File: src/rtl/elf_pkg.sv
// elf_pkg: shared owner encoding and RAM geometry/default constants
// for the ELF program/video RAM arbiter.
package elf_pkg;

    localparam int RAM_AW = 12;
    localparam int RAM_DW = 8;

    localparam logic [RAM_AW-1:0] WR_LO_DEF       = 12'h800;
    localparam logic [RAM_AW-1:0] WR_HI_DEF       = 12'hA00;
    localparam logic [RAM_AW-1:0] LOAD_OFFSET_DEF = 12'h400;
    localparam int                MAX_DMA_RUN_DEF = 8;

    typedef enum logic [1:0] {
        IDLE = 2'd0,
        LOAD = 2'd1,
        CPU  = 2'd2,
        DMA  = 2'd3
    } owner_t;

endpackage

File: src/rtl/elf_rd_return.sv
// elf_rd_return: 1-deep read tag pipeline; steers registered ram_q to the
// CPU or DMA requester one cycle after launch and holds rdata otherwise.
// Ports: clk, reset (async high), launch (read issued this cycle),
//   owner (registered owner of the previous RAM cycle), ram_q,
//   cpu_rvalid/cpu_rdata, dma_rvalid/dma_rdata.
module elf_rd_return
    import elf_pkg::*;
(
    input  logic              clk,
    input  logic              reset,
    input  logic              launch,
    input  owner_t            owner,
    input  logic [RAM_DW-1:0] ram_q,
    output logic              cpu_rvalid,
    output logic [RAM_DW-1:0] cpu_rdata,
    output logic              dma_rvalid,
    output logic [RAM_DW-1:0] dma_rdata
);

    logic              rd_v;
    logic [RAM_DW-1:0] cpu_hold;
    logic [RAM_DW-1:0] dma_hold;

    // The owner tag is the arbiter's registered state, so only the
    // "a read was launched" bit needs to be tracked here.
    always_ff @(posedge clk or posedge reset) begin
        if (reset) begin
            rd_v <= 1'b0;
        end else begin
            rd_v <= launch;
        end
    end

    assign cpu_rvalid = rd_v && (owner == CPU);
    assign dma_rvalid = rd_v && (owner == DMA);

    always_ff @(posedge clk or posedge reset) begin
        if (reset) begin
            cpu_hold <= '0;
            dma_hold <= '0;
        end else begin
            if (cpu_rvalid) cpu_hold <= ram_q;
            if (dma_rvalid) dma_hold <= ram_q;
        end
    end

    assign cpu_rdata = cpu_rvalid ? ram_q : cpu_hold;
    assign dma_rdata = dma_rvalid ? ram_q : dma_hold;

endmodule

File: src/rtl/elf_ram_arbiter.sv
// elf_ram_arbiter: single owner of the ELF 4 KiB RAM port A. Arbitrates
// loader > DMA > CPU (with a DMA run limit), issues one RAM command per
// cycle, returns read data, stalls the CPU while locked out.
// Ports: clk, reset (async high); loader dl_*; CPU cpu_req/we/addr/wdata,
//   cpu_gnt/rvalid/rdata/wait; DMA dma_req/addr, dma_gnt/rvalid/rdata;
//   RAM ram_addr/we/wdata, ram_q; wp_hit (dropped CPU write pulse).
// Option: define ELF_ARB_WRPROT_EN to enforce the CPU write window.
module elf_ram_arbiter
    import elf_pkg::*;
#(
    parameter int            AW          = RAM_AW,
    parameter logic [AW-1:0] LOAD_OFFSET = LOAD_OFFSET_DEF,
    parameter logic [AW-1:0] WR_LO       = WR_LO_DEF,
    parameter logic [AW-1:0] WR_HI       = WR_HI_DEF,
    parameter int            MAX_DMA_RUN = MAX_DMA_RUN_DEF
) (
    input  logic          clk,
    input  logic          reset,
    input  logic          dl_active,
    input  logic [7:0]    dl_index,
    input  logic          dl_wr,
    input  logic [24:0]   dl_addr,
    input  logic [7:0]    dl_data,
    input  logic          cpu_req,
    input  logic          cpu_we,
    input  logic [15:0]   cpu_addr,
    input  logic [7:0]    cpu_wdata,
    output logic          cpu_gnt,
    output logic          cpu_rvalid,
    output logic [7:0]    cpu_rdata,
    output logic          cpu_wait,
    input  logic          dma_req,
    input  logic [AW-1:0] dma_addr,
    output logic          dma_gnt,
    output logic          dma_rvalid,
    output logic [7:0]    dma_rdata,
    output logic [AW-1:0] ram_addr,
    output logic          ram_we,
    output logic [7:0]    ram_wdata,
    input  logic [7:0]    ram_q,
    output logic          wp_hit
);

    localparam int RUN_W = $clog2(MAX_DMA_RUN + 1);
    localparam logic [RUN_W-1:0] RUN_MAX = RUN_W'(MAX_DMA_RUN);

    owner_t           state;
    owner_t           next_state;
    logic [RUN_W-1:0] dma_run;
    logic             rd_launch;
    logic             in_win;
    logic             unused_bits;

    assign unused_bits = ^{dl_addr[24:AW], cpu_addr[15:AW], WR_LO, WR_HI};

`ifdef ELF_ARB_WRPROT_EN
    assign in_win = (cpu_addr[AW-1:0] >= WR_LO) &&
                    (cpu_addr[AW-1:0] <  WR_HI);
`else
    assign in_win = 1'b1;
`endif

    always_ff @(posedge clk or posedge reset) begin
        if (reset) begin
            state <= IDLE;
        end else begin
            state <= next_state;
        end
    end

    // Winner selection and RAM command; reset forces IDLE so every
    // output reads 0 while reset is held.
    always_comb begin
        next_state = IDLE;
        ram_addr   = '0;
        ram_we     = 1'b0;
        ram_wdata  = '0;
        cpu_gnt    = 1'b0;
        dma_gnt    = 1'b0;
        wp_hit     = 1'b0;
        rd_launch  = 1'b0;

        if (reset) begin
            next_state = IDLE;
        end else if (dl_active) begin
            next_state = LOAD;
        end else if (dma_req && !(cpu_req && dma_run == RUN_MAX)) begin
            next_state = DMA;
        end else if (cpu_req) begin
            next_state = CPU;
        end

        unique case (next_state)
            LOAD: begin
                ram_addr  = dl_addr[AW-1:0] +
                            ((dl_index != 8'd0) ? LOAD_OFFSET : '0);
                ram_we    = dl_wr;
                ram_wdata = dl_data;
            end
            DMA: begin
                ram_addr  = dma_addr;
                dma_gnt   = 1'b1;
                rd_launch = 1'b1;
            end
            CPU: begin
                ram_addr = cpu_addr[AW-1:0];
                cpu_gnt  = 1'b1;
                if (cpu_we) begin
                    ram_wdata = cpu_wdata;
                    ram_we    = in_win;
                    wp_hit    = ~in_win;
                end else begin
                    rd_launch = 1'b1;
                end
            end
            IDLE: begin
            end
        endcase
    end

    assign cpu_wait = ~reset & ((cpu_req & ~cpu_gnt) | dl_active);

    // Counts DMA grants that overtook a waiting CPU; at the limit the
    // next slot goes to the CPU.
    always_ff @(posedge clk or posedge reset) begin
        if (reset) begin
            dma_run <= '0;
        end else if (cpu_gnt || !cpu_req) begin
            dma_run <= '0;
        end else if (dma_gnt && dma_run != RUN_MAX) begin
            dma_run <= dma_run + RUN_W'(1);
        end
    end

    elf_rd_return u_rd_return (
        .clk        (clk),
        .reset      (reset),
        .launch     (rd_launch),
        .owner      (state),
        .ram_q      (ram_q),
        .cpu_rvalid (cpu_rvalid),
        .cpu_rdata  (cpu_rdata),
        .dma_rvalid (dma_rvalid),
        .dma_rdata  (dma_rdata)
    );

endmodule

File: config.mk
export PLATFORM = sky130hd
export DESIGN_NAME = elf_ram_arbiter
export DESIGN_NICKNAME = d
export VERILOG_FILES = /design/src/rtl/elf_pkg.sv /design/src/rtl/elf_rd_return.sv /design/src/rtl/elf_ram_arbiter.sv
export SDC_FILE = /design/constraint.sdc
export NUM_CORES = 1
export LEC_CHECK = 0
export ABC_CLOCK_PERIOD_IN_PS = 1850
export CAP_MARGIN = 0
export CORE_UTILIZATION = 27
export DETAILED_ROUTE_END_ITERATION = 12
export GPL_TIMING_DRIVEN = 0
export HOLD_SLACK_MARGIN = 0.15
export PLACE_DENSITY = 0.76
export SYNTH_ARGS = -nofsm -noshare
export SYNTH_HDL_FRONTEND = slang
export SYNTH_SLANG_ARGS = --single-unit
File: constraint.sdc
create_clock -name clk -period 1.85 [get_ports clk]
set_input_delay 0.2775 -clock clk [delete_from_list [all_inputs] [get_ports clk]]
set_output_delay 0.2775 -clock clk [all_outputs]
set_load 0.03 [all_outputs]
**Word level (Yosys, flattened, before mapping)**

Index checks and enable logic that the tools add are counted.

- Add/sub/neg operators: 2
- Equal/unequal tests: 7
- Reductions and logical operators: 10
- Bitwise gates (word level): 5
- Mux-type cells: 18

Operator list:

| cell | count |
|---|---|
| $pmux 12 s3 | 1 |
| $mux 8 | 3 |
| $pmux 8 s2 | 1 |
| $add 12x11->12 | 1 |
| $mux 11 | 1 |
| $eq 2x2->1 const B | 4 |
| $mux 2 | 4 |
| $mux 4 | 2 |
| $reduce_bool 8->1 | 1 |
| $logic_and 1x1->1 | 5 |
| $add 4x1->4 const B | 1 |
| $eq 4x4->1 const B | 1 |
| $mux 1 | 4 |
| $ne 4x4->1 const B | 1 |
| $pmux 1 s2 | 2 |
| $and 1x1->1 | 2 |
| $eq 2x1->1 const B | 1 |
| $logic_not 1->1 | 2 |
| $not 1->1 | 2 |
| $reduce_bool 2->1 | 1 |
| $logic_or 1x1->1 | 1 |
| $or 1x1->1 | 1 |

- Input port bits: 92
- Flip-flop bits (word level): 23

**Logic depth before layout (Yosys ltp)**

- Word-level depth: 13
- Depth in mapped cells: 6
- Depth with buffers taken out: 5

**Cells and area by module**

Synthesis repeated with hierarchy kept, for this count alone.

- Cell total of the unflattened synthesis: 142
- Area total of the unflattened synthesis: 1457.6 um2

By module, submodules not included:

| module | times used | cells each | sequential area each (um2) | area an instance (um2) |
|---|---|---|---|---|
| elf_ram_arbiter | 1 | 104 | 150.1 | 803.3 |
| elf_rd_return | 1 | 38 | 425.4 | 654.4 |

**Worst setup path after synthesis**

OpenSTA, ideal clock, no wires.

- Kind: register -> output
- Start point: register dma_run[0]
- End point: output ram_wdata[0]
- Data arrival time: 1.894 ns
- Stages on the path, launching flop included: 7
- Slack: -0.322 ns
- Path buffers: 1
- Data required time: 1.572 ns
- Cell sequence: dfrtp_1 -> inv_1 -> ha_1 -> nand4b_4 -> a2111oi_4 -> buf_6 -> a32o_1

- Longest elaborated chain between the ends: 9
- Elaborated cells on any way between the ends: 10
- Those cells by class: eq/ne (3); mux (4); reduce/logical (3)

Ends and longest elaborated chain:

| element | RTL line | source |
|---|---|---|
| start: declaration | elf_ram_arbiter.sv:49 | `logic [RUN_W-1:0] dma_run;` |
| start signal: assignment | elf_ram_arbiter.sv:131 | `dma_run <= dma_run + RUN_W'(1);` |
| $eq 4x4->1 * | elf_ram_arbiter.sv:87 | `end else if (dma_req && !(cpu_req && dma_run == RUN_MAX)) begin` |
| $logic_and 1x1->1 * | elf_ram_arbiter.sv:87 |  |
| $logic_not 1->1 * | elf_ram_arbiter.sv:87 |  |
| $logic_and 1x1->1 * | elf_ram_arbiter.sv:87 |  |
| $mux 2 * | elf_ram_arbiter.sv:87 |  |
| $mux 2 * | elf_ram_arbiter.sv:85 | `end else if (dl_active) begin` |
| $mux 2 * | elf_ram_arbiter.sv:83 | `if (reset) begin` |
| $eq 2x2->1 / $eq 2x1->1 (equally long branches) | elf_ram_arbiter.sv:93 | `unique case (next_state)` |
| $pmux 8 s2 * | elf_ram_arbiter.sv:93 |  |
| end: declaration | elf_ram_arbiter.sv:39 | `output logic [7:0] ram_wdata,` |

Every way passes the cells marked *; elsewhere a longest branch is shown, timed or not.

**Worst setup path after layout**

- Start point: register dma_run[1]
- End point: output ram_wdata[3]

The elaborated chain is that of the path after synthesis.

==> run_results.csv <==
group,metric,value,unit
finish,design_area,2850,µm²
yosys,synth_edf_count,0,
grt,grt_pass1_wl,7830,µm
critical_path,end_kind,"output port",
critical_path,rrSetupSlack,0.21,ns
grt,antenna_found_initial,0,
die,die_h,74.7,µm
yosys,async_reset_ff_frac,1.00,
routing,routed_wl,5020,µm
finish,area_delta_synth_final,99.1,%
job,maxCapViolCount,0,
clock_tree,clockRootBuffer,"clkbuf_8",
timing,fin_tns_setup,-7.33,ns
critical_path,path_cells,"inv_2 -> ha_4 -> nand4b_4 -> a2111oi_4 -> buf_6 -> buf_4 -> a32o_2 -> buf_6",
die,io_pins,135,
power_and_ir_drop,leakage,1.34,nW
place,port_buffers,114,
timing,max_freq,455,MHz
clock_tree,path_clk_slew,0.08,ns
yosys,synthTopCellsByArea,"dfrtp_1 (40%), mux2_2 (13%), a221o_1 (8.4%), and3_1 (5.7%), a32o_1 (5.6%)",
yosys,synth_area,1430,µm²
yosys,synth.most_common_cell,"dfrtp_1",
power_and_ir_drop,p_per_area,602,nW/µm²
critical_path,start_kind,"flip-flop",
yosys,syn_nets,225,
grt,met1_usage,0.196,
routing,wl_per_cell,15.0,µm
grt,grt_max_degree,24,
timing,setup_viol_count_final,23,
timing,worst_pin_slew,0.829,ns
die,core,5110,µm²
critical_path,worst-endpoint-arrival,1.92,ns
yosys,ys_seq_area_frac,0.403,
place,place_area,2690,µm²
yosys,synth_top_cells_by_count,"dfrtp_1 (23), mux2_2 (16), and3_1 (13)",
clock_tree,cts_tree,"built",
grt,grtUsageMet2,0.356,
timing,hold_violations,0,
timing,worst_slack,-0.346,ns
critical_path,path_max_fanout,6,
routing,drc,0,
clock_tree,hold_buffers,0,
clock_tree,numCtsBuffers,3,
yosys,ys_types,37,
grt,grt_busiest_layer,"met2",
yosys,yosys_warnings,0,
place,place_congestion,0.820,
yosys,syn_avg_cell_area,11.0,µm²
yosys,synth_ff_type,"dfrtp_1",
status,outcome,"finished, violations left",
routing,ant_nets,0,
timing,rsz0062_at_grt,"true",
die,initial_core_util,0.280,
min_path,hold_path_class,"in -> reg",
die,std_cell_rows,26,
die,chipWidth,74.7,µm
critical_path,critPathKind,"reg -> out",
status,violations,"setup timing",
routing,vias,1643,
critical_path,crit_top_cell,"buf_6",
grt,grt_overflow,0,
routing,dr.pass1.iters,4,
clock_tree,cts_sinks,23,
grt,grt_pass1_vias,1644,
yosys,yosys.area.top_type_share,0.403,
power_and_ir_drop,ir_worst_vdd,732,µV
timing,finalCritPeriodShare,1.19,
critical_path,required,1.57,ns
finish,ff_latch_area,576,µm²
finish,layout.nets,360,
clock_tree,insertion_delay,0.26,ns
finish,drive_gt1_frac,0.436,
grt,grtUsageMet3,0.0442,
timing,slew_violations,0,
critical_path,critPathSlowestCell,"dfrtp_1",
die,die_area,5590,µm²
timing,clock-skew-final,0.00235,ns
timing,max-slew-margin-rel,0.446,
clock_tree,htree_levels,1,
place,place_ws,-1.25,ns
routing,via_per_inst,4.92,
timing,period_minus_slack,2.20,ns
yosys,synth-seq-cells,23,
finish,antenna_cells,0,
yosys,syn-instance-count,130,
routing,drtIter0Drc,29,
place,place.detailed.hpwl,3780,µm
yosys,post-synth-top-area-cell,"dfrtp_1",
finish,multi_input_area,833,µm²
finish,fillers,462,
clock_tree,clock_path_buffers,2,
critical_path,max_stage_delay,0.40,ns
grt,grt_usage,0.180,
==> area by class of cell <==
| type | instances | area share |
|---|---|---|
| inverter | 7 | 0.00923 |
| buffer | 9 | 0.0215 |
| timing repair buffer | 131 | 0.427 |
| clock buffer | 4 | 0.0158 |
| tap | 70 | 0.0308 |
| multi-input combinational | 90 | 0.293 |
| sequential | 23 | 0.202 |
==> kinds of logic (layout without fill, tap and decap cells) <==
kind of cell / Yosys count / in the layout / share of synthesized area
compound gates: 33 / 33 / 0.212
xor+xnor: 1 / 1 / 0.00613
fa+ha+maj: 3 / 3 / 0.0263
buf+inv: 17 / 151 / 0.0595
flops: 23 / 23 / 0.403
mux: 16 / 16 / 0.126
other cells: 1 / 1 / 0.00262
simple gates: 36 / 36 / 0.165
==> where the power goes <==
part           internal, mW  switching (mW)  leakage (nW)
clock                 0.153           0.144        0.0228
sequential            0.588          0.0231         0.281
combinational         0.374           0.430          1.04
==> flip-flops by register name, summed over array words and instances, names as in the netlist <==
register,count
dma_run,4
state,2
u_rd_return.cpu_hold,8
u_rd_return.dma_hold,8
u_rd_return.rd_v,1
==> layer usage <==
metal  wire (µm)  share of wire
met5           0              0
met4          70          0.014
met3         326          0.065
met2        2690           0.54
met1        1930           0.38
==> cell usage in the layout (no fill, tap or decap), drive strengths merged, types with 3 or more instances in the layout <==
| cell | instances |
|---|---|
| a31oi | 3 |
| a221o | 12 |
| dfrtp | 23 |
| clkdlybuf4s50 | 69 |
| a32o | 8 |
| buf | 55 |
| and3 | 13 |
| nor4 | 3 |
| nor2 | 3 |
| dlygate4sd2 | 4 |
| nand3 | 4 |
| clkbuf | 15 |
| ha | 3 |
| o21ai | 3 |
| mux2 | 16 |
| inv | 7 |
==> timing repair <==
| action | 4_1_cts | 5_1_grt |
|---|---|---|
| gates cloned | 2 | 0 |
| pin swaps | 2 | 3 |
| resized for setup | 215 | 41 |
| setup buffers | 13 | 2 |
| endpoints found under the setup margin | 45 | 43 |
==> final timing paths <==
kind / from / endpoint / depth (start not counted)
max in group asynchronous: reset / u_rd_return.dma_hold[0] / 3
worst min-delay path: dl_active / state[1] / 2
min in group asynchronous: reset / dma_run[3] / 3
worst min register to register: u_rd_return.cpu_hold[1] / u_rd_return.cpu_hold[1] / 1
worst max-delay path: dma_run[1] / ram_wdata[3] / 8
worst max register to register: dma_run[1] / dma_run[1] / 8
==> critical path, delay by kind of cell (launching register included) <==
| family | cells | cell delay (ns) |
|---|---|---|
| adders and majority gates | 1 | 0.14 |
| AOI/OAI and AO/OA | 2 | 0.48 |
| buffers and inverters | 4 | 0.53 |
| and+or+nand+nor | 1 | 0.12 |
| DFF | 1 | 0.40 |
==> stage by stage <==
stage	hold WS [ns]	std cells	util	total power, mW
6_report	0.400	334	0.557	1.71
5_1_grt	0.409	334	0.557	1.81
4_1_cts	0.388	332	0.565	1.77
3_5_place_dp	0.483	314	0.526	1.48
3_3_place_gp	0.477	314	0.526	1.47
2_1_floorplan	0.443	130	-	1.06
Note: power is estimated with default switching activity, not from simulation.
